<file path="config.mk">
export PLATFORM = sky130hd
export DESIGN_NAME = controller_reader
export DESIGN_NICKNAME = d
export VERILOG_FILES = /design/src/rtl/nes_pkg.sv /design/src/rtl/bit_sync.sv /design/src/rtl/controller_reader.sv
export SDC_FILE = /design/constraint.sdc
export NUM_CORES = 1
export LEC_CHECK = 0
export ABC_AREA = 1
export BUFFER_PORTS_ARGS = -buffer_cell sky130_fd_sc_hd__buf_2
export CAP_MARGIN = 5
export CORE_MARGIN = 8
export CORE_UTILIZATION = 25
export CTS_CLUSTER_DIAMETER = 60
export DETAILED_ROUTE_END_ITERATION = 8
export SLEW_MARGIN = 20
export SYNTH_ARGS = -nofsm -noshare
export SYNTH_HDL_FRONTEND = slang
export SYNTH_SLANG_ARGS = --single-unit
</file>
<file path="constraint.sdc">
create_clock -name clk -period 3.39 [get_ports clk]
set_input_delay 0.1695 -clock clk [delete_from_list [all_inputs] [get_ports clk]]
set_output_delay 0.1695 -clock clk [all_outputs]
set_load 0.05 [all_outputs]
</file>
<file path="src/rtl/nes_pkg.sv">
// Shared definitions for the NES controller reader: FSM states and the
// button bit positions within the keycode byte.
package nes_pkg;

  typedef enum logic [2:0] {
    IDLE   = 3'd0,
    LATCH  = 3'd1,
    SETTLE = 3'd2,
    CLK_HI = 3'd3,
    CLK_LO = 3'd4,
    DONE   = 3'd5
  } state_t;

  localparam int BTN_A      = 0;
  localparam int BTN_B      = 1;
  localparam int BTN_SELECT = 2;
  localparam int BTN_START  = 3;
  localparam int BTN_UP     = 4;
  localparam int BTN_DOWN   = 5;
  localparam int BTN_LEFT   = 6;
  localparam int BTN_RIGHT  = 7;

endpackage

</file>
<file path="src/rtl/bit_sync.sv">
// Two-flop synchronizer for a single asynchronous input bit.
module bit_sync (
  input  logic clk,
  input  logic reset,
  input  logic d,
  output logic q
);

  logic meta_reg;
  logic sync_reg;

  always_ff @(posedge clk) begin
    if (reset) begin
      meta_reg <= 1'b0;
      sync_reg <= 1'b0;
    end else begin
      meta_reg <= d;
      sync_reg <= meta_reg;
    end
  end

  assign q = sync_reg;

endmodule

</file>
<file path="src/rtl/controller_reader.sv">
// NES controller poller: strobes the pad latch, clocks out eight serial bits
// and publishes them active-high on keycodes, on demand or periodically.
module controller_reader
  import nes_pkg::*;
#(
  parameter int HALF_CYCLES  = 300,
  parameter int LATCH_CYCLES = 600,
  parameter int POLL_PERIOD  = 833333
) (
  input  logic       clk,
  input  logic       reset,
  input  logic       start,
  input  logic       auto_en,
  input  logic       pad_data,
  output logic       pad_latch,
  output logic       pad_clk,
  output logic [7:0] keycodes,
  output logic       keycodes_valid,
  output logic       busy
);

  localparam int TIMER_MAX = (LATCH_CYCLES > HALF_CYCLES) ? LATCH_CYCLES : HALF_CYCLES;
  localparam int TW        = (TIMER_MAX > 2) ? $clog2(TIMER_MAX) : 1;
  localparam int PW        = (POLL_PERIOD > 2) ? $clog2(POLL_PERIOD) : 1;

  state_t          state_reg, state_next;
  logic [TW-1:0]   timer_reg, timer_next;
  logic [PW-1:0]   period_cnt_reg;
  logic [2:0]      bit_idx_reg;
  logic [7:0]      shift_reg;
  logic [7:0]      keycodes_reg;
  logic            keycodes_valid_reg;
  logic            data_sync;
  logic            timer_done;
  logic            expire;
  logic            accept;
  logic            sample_en;
  logic            load_keys;

  bit_sync u_sync (
    .clk   (clk),
    .reset (reset),
    .d     (pad_data),
    .q     (data_sync)
  );

  // Free-running poll timer; parked at zero whenever auto polling is off.
  always_ff @(posedge clk) begin
    if (reset || !auto_en || expire) begin
      period_cnt_reg <= '0;
    end else begin
      period_cnt_reg <= period_cnt_reg + PW'(1);
    end
  end

  assign expire     = auto_en && (period_cnt_reg == PW'(POLL_PERIOD - 1));
  assign timer_done = (timer_reg == '0);
  // The DONE->IDLE cycle still counts as busy, so triggers there are dropped.
  assign accept     = (state_reg == IDLE) && !keycodes_valid_reg && (start || expire);

  always_ff @(posedge clk) begin
    if (reset) begin
      state_reg <= IDLE;
    end else begin
      state_reg <= state_next;
    end
  end

  always_comb begin
    state_next = state_reg;
    case (state_reg)
      IDLE:    if (accept) state_next = LATCH;
      LATCH:   if (timer_done) state_next = SETTLE;
      SETTLE:  if (timer_done) state_next = CLK_HI;
      CLK_HI:  if (timer_done) state_next = CLK_LO;
      CLK_LO:  if (timer_done) state_next = (bit_idx_reg == 3'(BTN_RIGHT)) ? DONE : CLK_HI;
      DONE:    state_next = IDLE;
      default: state_next = IDLE;
    endcase
  end

  always_comb begin
    pad_latch = 1'b0;
    pad_clk   = 1'b0;
    sample_en = 1'b0;
    load_keys = 1'b0;
    case (state_reg)
      LATCH:   pad_latch = 1'b1;
      SETTLE:  sample_en = timer_done;
      CLK_HI:  pad_clk   = 1'b1;
      CLK_LO:  sample_en = timer_done;
      DONE:    load_keys = 1'b1;
      default: ;
    endcase
  end

  // Each state's dwell time is loaded on entry and counted down to zero.
  always_comb begin
    timer_next = timer_reg;
    if (state_next != state_reg) begin
      case (state_next)
        LATCH:                  timer_next = TW'(LATCH_CYCLES - 1);
        SETTLE, CLK_HI, CLK_LO: timer_next = TW'(HALF_CYCLES - 1);
        default:                timer_next = '0;
      endcase
    end else if (!timer_done) begin
      timer_next = timer_reg - TW'(1);
    end
  end

  always_ff @(posedge clk) begin
    if (reset) begin
      timer_reg          <= '0;
      bit_idx_reg        <= '0;
      shift_reg          <= '0;
      keycodes_reg       <= '0;
      keycodes_valid_reg <= 1'b0;
    end else begin
      timer_reg          <= timer_next;
      keycodes_valid_reg <= load_keys;
      if (accept) begin
        bit_idx_reg <= '0;
      end else if (sample_en) begin
        shift_reg[bit_idx_reg] <= data_sync;
        bit_idx_reg            <= bit_idx_reg + 3'd1;
      end
      if (load_keys) begin
        keycodes_reg <= ~shift_reg;
      end
    end
  end

  assign keycodes       = keycodes_reg;
  assign keycodes_valid = keycodes_valid_reg;
  assign busy           = (state_reg != IDLE) || keycodes_valid_reg;

endmodule

</file>
==> results of run 1 <==
[synthesized netlist by cell type, types with 2 or more instances]
master,number,area share [%]
dfxtp_1,55,40
nand3_2,4,1.4
o21ai_4,2,1.2
nand2_1,57,7.7
nand4_1,11,2.5
o21a_1,2,0.54
nand3_1,27,4.9
xnor2_1,3,0.95
nand2_4,5,2.0
o21ai_0,20,3.6
inv_2,5,0.68
clkbuf_1,4,0.54
nor3_1,6,1.1
nor2_2,6,1.4
ha_1,5,2.3
a211oi_1,6,1.6
inv_1,66,8.9
a21oi_1,27,4.9
nor2_1,57,7.7
o21ai_1,3,0.54
nor3b_1,3,0.81
xor2_1,8,2.5
[worst register-to-register path, delay by kind of cell, from the launching register on]
kind	cells	cell delay, ns
and+or+nand+nor	13	1.55
DFF	1	0.40
buffers and inverters	2	0.15
[final timing paths]
path                          end  cells after the start
setup / recovery     timer_reg[8]                     15
hold / removal    u_sync.meta_reg                      3
setup reg to reg     timer_reg[8]                     15
hold reg to reg          u_sync.q                      2
[power by group through the flow]
stage	logic [mW]	clock network [mW]	registers [mW]
final	0.764	0.371	0.773
after global routing	0.870	0.413	0.783
after CTS	0.765	0.383	0.774
after detailed placement	0.762	0	0.787
after global placement	0.767	0	0.785
after floorplan	0.636	0	0.771
[cell type report]
type                    count  area share, %
multi-input cells         259           44.7
flip-flops and latches     55           35.5
inverters                  72           8.72
well taps                 140           5.65
repair buffers             16           2.58
clock buffers               5           2.22
clock inverters             3          0.646
[stage by stage]
stage               total power [mW]  setup WS [ns]
finish                          1.91           1.19
global route                    2.07          0.903
CTS                             1.92           1.21
detailed placement              1.55           1.23
global placement                1.55           1.23
floorplan                       1.41           1.40
[cell families after synthesis]
group	synth area share [%]
adders and majority gates	2.25
xor gates and xnor gates	3.47
AOI/OAI and AO/OA	12.8
buffers and inverters	10.6
DFF	39.6
and+or+nand+nor	31.3
[per-layer routing]
layer / vias up / track usage [%]
met1: 1087 / 10.2
met5: - / 0
met4: 0 / 3.78
met2: 36 / 13.0
met3: 9 / 1.86
li1: 1282 / -
==> reports/metrics.csv, run 1 <==
metric,value,unit
Peak Freq,455,MHz
H-tree levels,2,
core footprint,10800,µm²
Global Route Usage Sum,8.15,%
clock-pin slew on the worst setup and hold paths,0.10,ns
Starting DRT DRC Count,163,
Area growth syn-to-layout,11.5,%
CTS Buf Count,5,
"most common cell after layout, fill and taps aside",inv_1,
clk buf depth,2,
Worst-Margin Slew,0.634,ns
Clk pwr share,19.4,%
placed cells,542,
switching share of power,41.7,%
placed wire-length estimate,4390,µm
"commonest cells after routing, fill and taps aside","inv_1, nor2_1, nand2_1",
Tmin final,2.20,ns
final hold vios,0,
vias in the first global route,2231,
CP max-delay cell,dfxtp_1,
area post-placement,3010,µm²
Reg power frac,40.5,%
Post-Route WL,5740,µm
share of flip-flops with an asynchronous set or reset,0,%
wire length on met1,2860,µm
final slew viol count,0,
NetSw,0.796,mW
Static Leakage,1.29,nW
Crit. Startpoint,period_cnt_reg[12],
Slew HR,57.6,%
Clock Latency Late Sink,0.31,ns
clk root buf,clkbuf_8,
outcome,finished clean,
crit-path max FO,13,
Worst R2R Setup Slack,1.19,ns
DRT Pass-1 Iters,4,
PortBufs,16,
Storage cell area,1100,µm²
max FFs per register,20,
r2r startpoint,period_cnt_reg[12],
internal power,1.11,mW
RSZ-0062 raised after global routing,false,
"Primary FF master, synth",dfxtp_1,
combinational share of power,40.0,%
cell family with most CP delay,simple AND/OR/NAND/NOR gates,
Final Setup Violations,0,
Power per Cell Area,615,nW/µm²
filler instances,1195,
full die area,14800,µm²
Initial Utilization,25.6,%
WP data required,3.60,ns
share of cells above drive strength 1,12.0,%
Mean Syn Cell Area,7.09,µm²
Synth Cell Area,2780,µm²
drt via density,4.39,
post-DR wirelength/cell,10.4,µm
DRC Markers,0,
Worst Path Arrival,2.41,ns
Final period util,64.8,%
Yosys warning count,0,
crit end category,register,
GP Congestion,0.865,
"slowest stage delay, CP",0.40,ns
# IOs,17,
clock skew,0.00708,ns
initial antenna violation count,0,
crit-path most repeated cell,nand2_1,
CTS tree,done,
Setup CP Type,register to register,
post-CTS setup buffers,0,
post-synthesis register bit count,55,
Multi-input gate area,1390,µm²
routed wl met3,235,µm
first-pass GRT wire length,9960,µm
routed vias,2414,
setup TNS,0,ns
post-CTS sizing,0,
Synth cell types,32,
Max-cap violations,0,
largest net degree at the start of global routing,18,
CTS Hold Bufs,0,
"non-filler cells, final",550,
CP startpoint kind,register,
Syn Inst Count,392,
hold_sp,pad_data,
DR WL met2,2530,µm
WP buf/inv,2,
ANT cells,0,
DIE WIDTH,121,µm
worst min path class,input port to register,
total gr overflow,0,
# rows,38,
Die Y-Extent,121,µm
total nets after synthesis,402,
Nets,419,
Final ANT Viol Nets,0,
Top Layer Used,met4,
fin util,28.6,%
sequential share of the synthesized area,39.6,%
peak supply drop,0.000223,V
post-route cell area,3100,µm²
Post-synth EDFFs,0,
Hold WS,0.0515,ns
# clock sinks,55,
critical-path cell list,nand2_1 -> inv_2 -> nand3_1 -> nor2_1 -> nand3b_1 -> nand2_1 -> nand2_1 -> nand2_1 -> nand2_1 -> nand2_4 -> nand2_4 -> nand2_1 -> nand2_1 -> inv_1 -> nor2_1,
(Power assumes the default switching activity.)
==> inputs of run 2 (changes only) <==
- ABC_AREA: 1 -> 0
- clock period: 3.39 -> 2.22 ns (I/O delays scaled with it)
==> reports/metrics.csv, run 2 <==
metric,value,unit,change
outcome,finished clean,,unchanged
first-pass GRT wire length,9210,µm,was 9960 µm
max FFs per register,20,,unchanged
Setup WS post-layout,0.146,ns,was 1.19 ns
Post-synth EDFFs,0,,unchanged
GP Congestion,0.762,,was 0.865
H-tree levels,2,,unchanged
CTS Buf Count,5,,unchanged
share of flip-flops with an asynchronous set or reset,0,%,unchanged
Multi-input gate area,1360,µm²,was 1390 µm²
Clock Latency Late Sink,0.31,ns,about the same
Syn Inst Count,293,,was 392
# rows,37,,was 38
Synth Cell Area,2550,µm²,was 2780 µm²
Slew HR,71.4,%,was 57.6%
"commonest cells after routing, fill and taps aside","dfxtp_1, nor2_1, nand2_1",,"was inv_1, nor2_1, nand2_1"
area share of the largest cell type after synthesis,43.1,%,was 39.6%
Max-cap violations,0,,unchanged
DRC Markers,0,,unchanged
Worst-Margin Slew,0.425,ns,was 0.634 ns
most frequent cells after synthesis,"dfxtp_1, nor2_1, nand2_1, xor2_1, a21oi_1",,"was inv_1, nand2_1, nor2_1, dfxtp_1"
Global Route Usage Sum,8.50,%,was 8.15%
crit-path max FO,8,,was 13
clk buf depth,2,,unchanged
# IOs,17,,unchanged
filler instances,1071,,was 1195
"worst slack, placed",0.0567,ns,was 1.23 ns
DIE WIDTH,117,µm,was 121 µm
sequential share of the synthesized area,43.1,%,was 39.6%
total gr overflow,0,,unchanged
Nets,323,,was 419
full die area,13700,µm²,was 14800 µm²
"Primary FF master, synth",dfxtp_1,,unchanged
placed cells,441,,was 542
"slowest stage delay, CP",0.59,ns,was 0.40 ns
Static Leakage,1.16,nW,was 1.29 nW
worst min path class,input port to register,,unchanged
crit end category,register,,unchanged
Tmin final,2.07,ns,was 2.20 ns
# clock sinks,55,,unchanged
Final ANT Viol Nets,0,,unchanged
clock skew,0.00329,ns,was 0.00708 ns
Yosys warning count,0,,unchanged
initial antenna violation count,0,,unchanged
Storage cell area,1100,µm²,about the same
Peak Freq,482,MHz,was 455 MHz
CP startpoint kind,register,,unchanged
total nets after synthesis,303,,was 402
drt via density,4.53,,was 4.39
CP max-delay cell,or4_4,,was dfxtp_1
Die Y-Extent,117,µm,was 121 µm
critical-path cell list,or4_4 -> nor4_1 -> a21oi_2 -> a31o_1 -> a211oi_1,,was nand2_1 -> inv_2 -> nand3_1 -> nor2_1 -> nand3b_1 -> nand2_1 -> nand2_1 -> nand2_1 -> nand2_1 -> nand2_4 -> nand2_4 -> nand2_1 -> nand2_1 -> inv_1 -> nor2_1
Worst Path Arrival,2.30,ns,was 2.41 ns
Starting DRT DRC Count,85,,was 163
ANT cells,0,,unchanged
cell family with most CP delay,simple AND/OR/NAND/NOR gates,,unchanged
WP buf/inv,0,,was 2
clk root buf,clkbuf_8,,unchanged
CTS tree,done,,unchanged
final slew viol count,0,,unchanged
Synth cell types,47,,was 32
Setup CP Type,register to register,,unchanged
PortBufs,16,,unchanged
"count leader, synth",dfxtp_1,,was inv_1
vias in the first global route,2042,,was 2231
largest net degree at the start of global routing,19,,was 18
Initial Utilization,25.2,%,was 25.6%
final hold vios,0,,unchanged
"non-filler cells, final",450,,was 550
Power per Cell Area,828,nW/µm²,was 615 nW/µm²
Mean Syn Cell Area,8.72,µm²,was 7.09 µm²
"most common cell after layout, fill and taps aside",dfxtp_1,,was inv_1
DRT Pass-1 Iters,4,,unchanged
WP data required,2.44,ns,was 3.60 ns
peak supply drop,0.000306,V,was 0.000223 V
Area growth syn-to-layout,15.7,%,was 11.5%
Final Setup Violations,0,,unchanged
Post-Route WL,5230,µm,was 5740 µm
post-DR wirelength/cell,11.6,µm,was 10.4 µm
core footprint,10100,µm²,was 10800 µm²
cell taking the most area after synthesis,dfxtp_1,,unchanged
routed vias,2040,,was 2414
Final period util,93.4,%,was 64.8%
share of cells above drive strength 1,15.0,%,was 12.0%
CTS Hold Bufs,0,,unchanged
post-synthesis register bit count,55,,unchanged
"top cells by area, synth","dfxtp_1, nor2_1, xor2_1, mux2i_1, nand2_1",,"was dfxtp_1, inv_1, nand2_1, nor2_1, a21oi_1"
placed wire-length estimate,3890,µm,was 4390 µm
clock-pin slew on the worst setup and hold paths,0.09,ns,was 0.10 ns
==> run 2: cell types whose count changed in the layout (fill, tap and decap cells not counted), moves of 8 or more <==
cell and change:
nand2_1 -37, nand3_1 -18, xor2_1 +9, buf_4 +13, nor2_1 -8, o21ai_0 -18
a21oi_1 -14, mux2i_1 +9, inv_1 -58
==> run 2: cells by family (layout without fill, tap and decap cells) <==
group / after synthesis / count (layout) / share of synthesized area, %
simple gates: 136 / 136 / 28.0
buf+inv: 24 / 45 / 3.97
fa+ha+maj: 5 / 5 / 2.45
mux: 9 / 9 / 3.53
xor+xnor: 25 / 25 / 8.57
flops: 55 / 55 / 43.1
compound gates: 39 / 39 / 10.3
==> run 2: power breakdown <==
part	leakage, nW	switching (mW)	total, mW	internal, mW
clock	0.0612	0.313	0.678	0.365
combinational	0.652	0.369	0.632	0.263
sequential	0.446	0.0822	1.14	1.06
total	1.16	0.763	2.45	1.68
==> run 2: final cells by class <==
cell class,count,share of cell area [%]
sequential,55,37.3
multi-input combinational,214,45.9
tap,136,5.76
clock inverter,2,1.19
inverter,8,1.02
clock buffer,6,2.79
timing repair buffer,29,6.01
==> run 2: final timing paths <==
path	start	endpoint	slack, ns	depth (start not counted)
max	state_reg[0]	timer_reg[5]	0.15	5
min reg2reg	shift_reg[0]	keycodes[0]	0.44	1
min	pad_data	u_sync.meta_reg	0.02	2
max reg2reg	state_reg[0]	timer_reg[5]	0.15	5
==> run 2: per-layer routing <==
metal	GRT usage, %	up-vias	part of all wire, %
met4	3.07	0	1.0
met2	14.7	21	47
li1	-	1063	-
met1	9.61	950	48
met5	0	-	0
met3	2.67	6	3.7
==> run 2: timing repair <==
item,CTS,global route
setup buffers,0,1
resized for setup,0,3
setup endpoints to repair,0,3
==> run 2: metrics by stage <==
step           utilization, %  instance area (µm²)  hold slack [ns]  setup TNS, ns  total power [mW]
2_1_floorplan               -                 2550            0.239              0              1.64
3_3_place_gp             27.8                 2820            0.343              0              1.77
3_5_place_dp             27.8                 2820            0.343              0              1.78
4_1_cts                  29.0                 2940           0.0115              0              2.47
5_1_grt                  29.1                 2960           0.0397        -0.0457              2.60
6_report                 29.1                 2960           0.0205              0              2.45
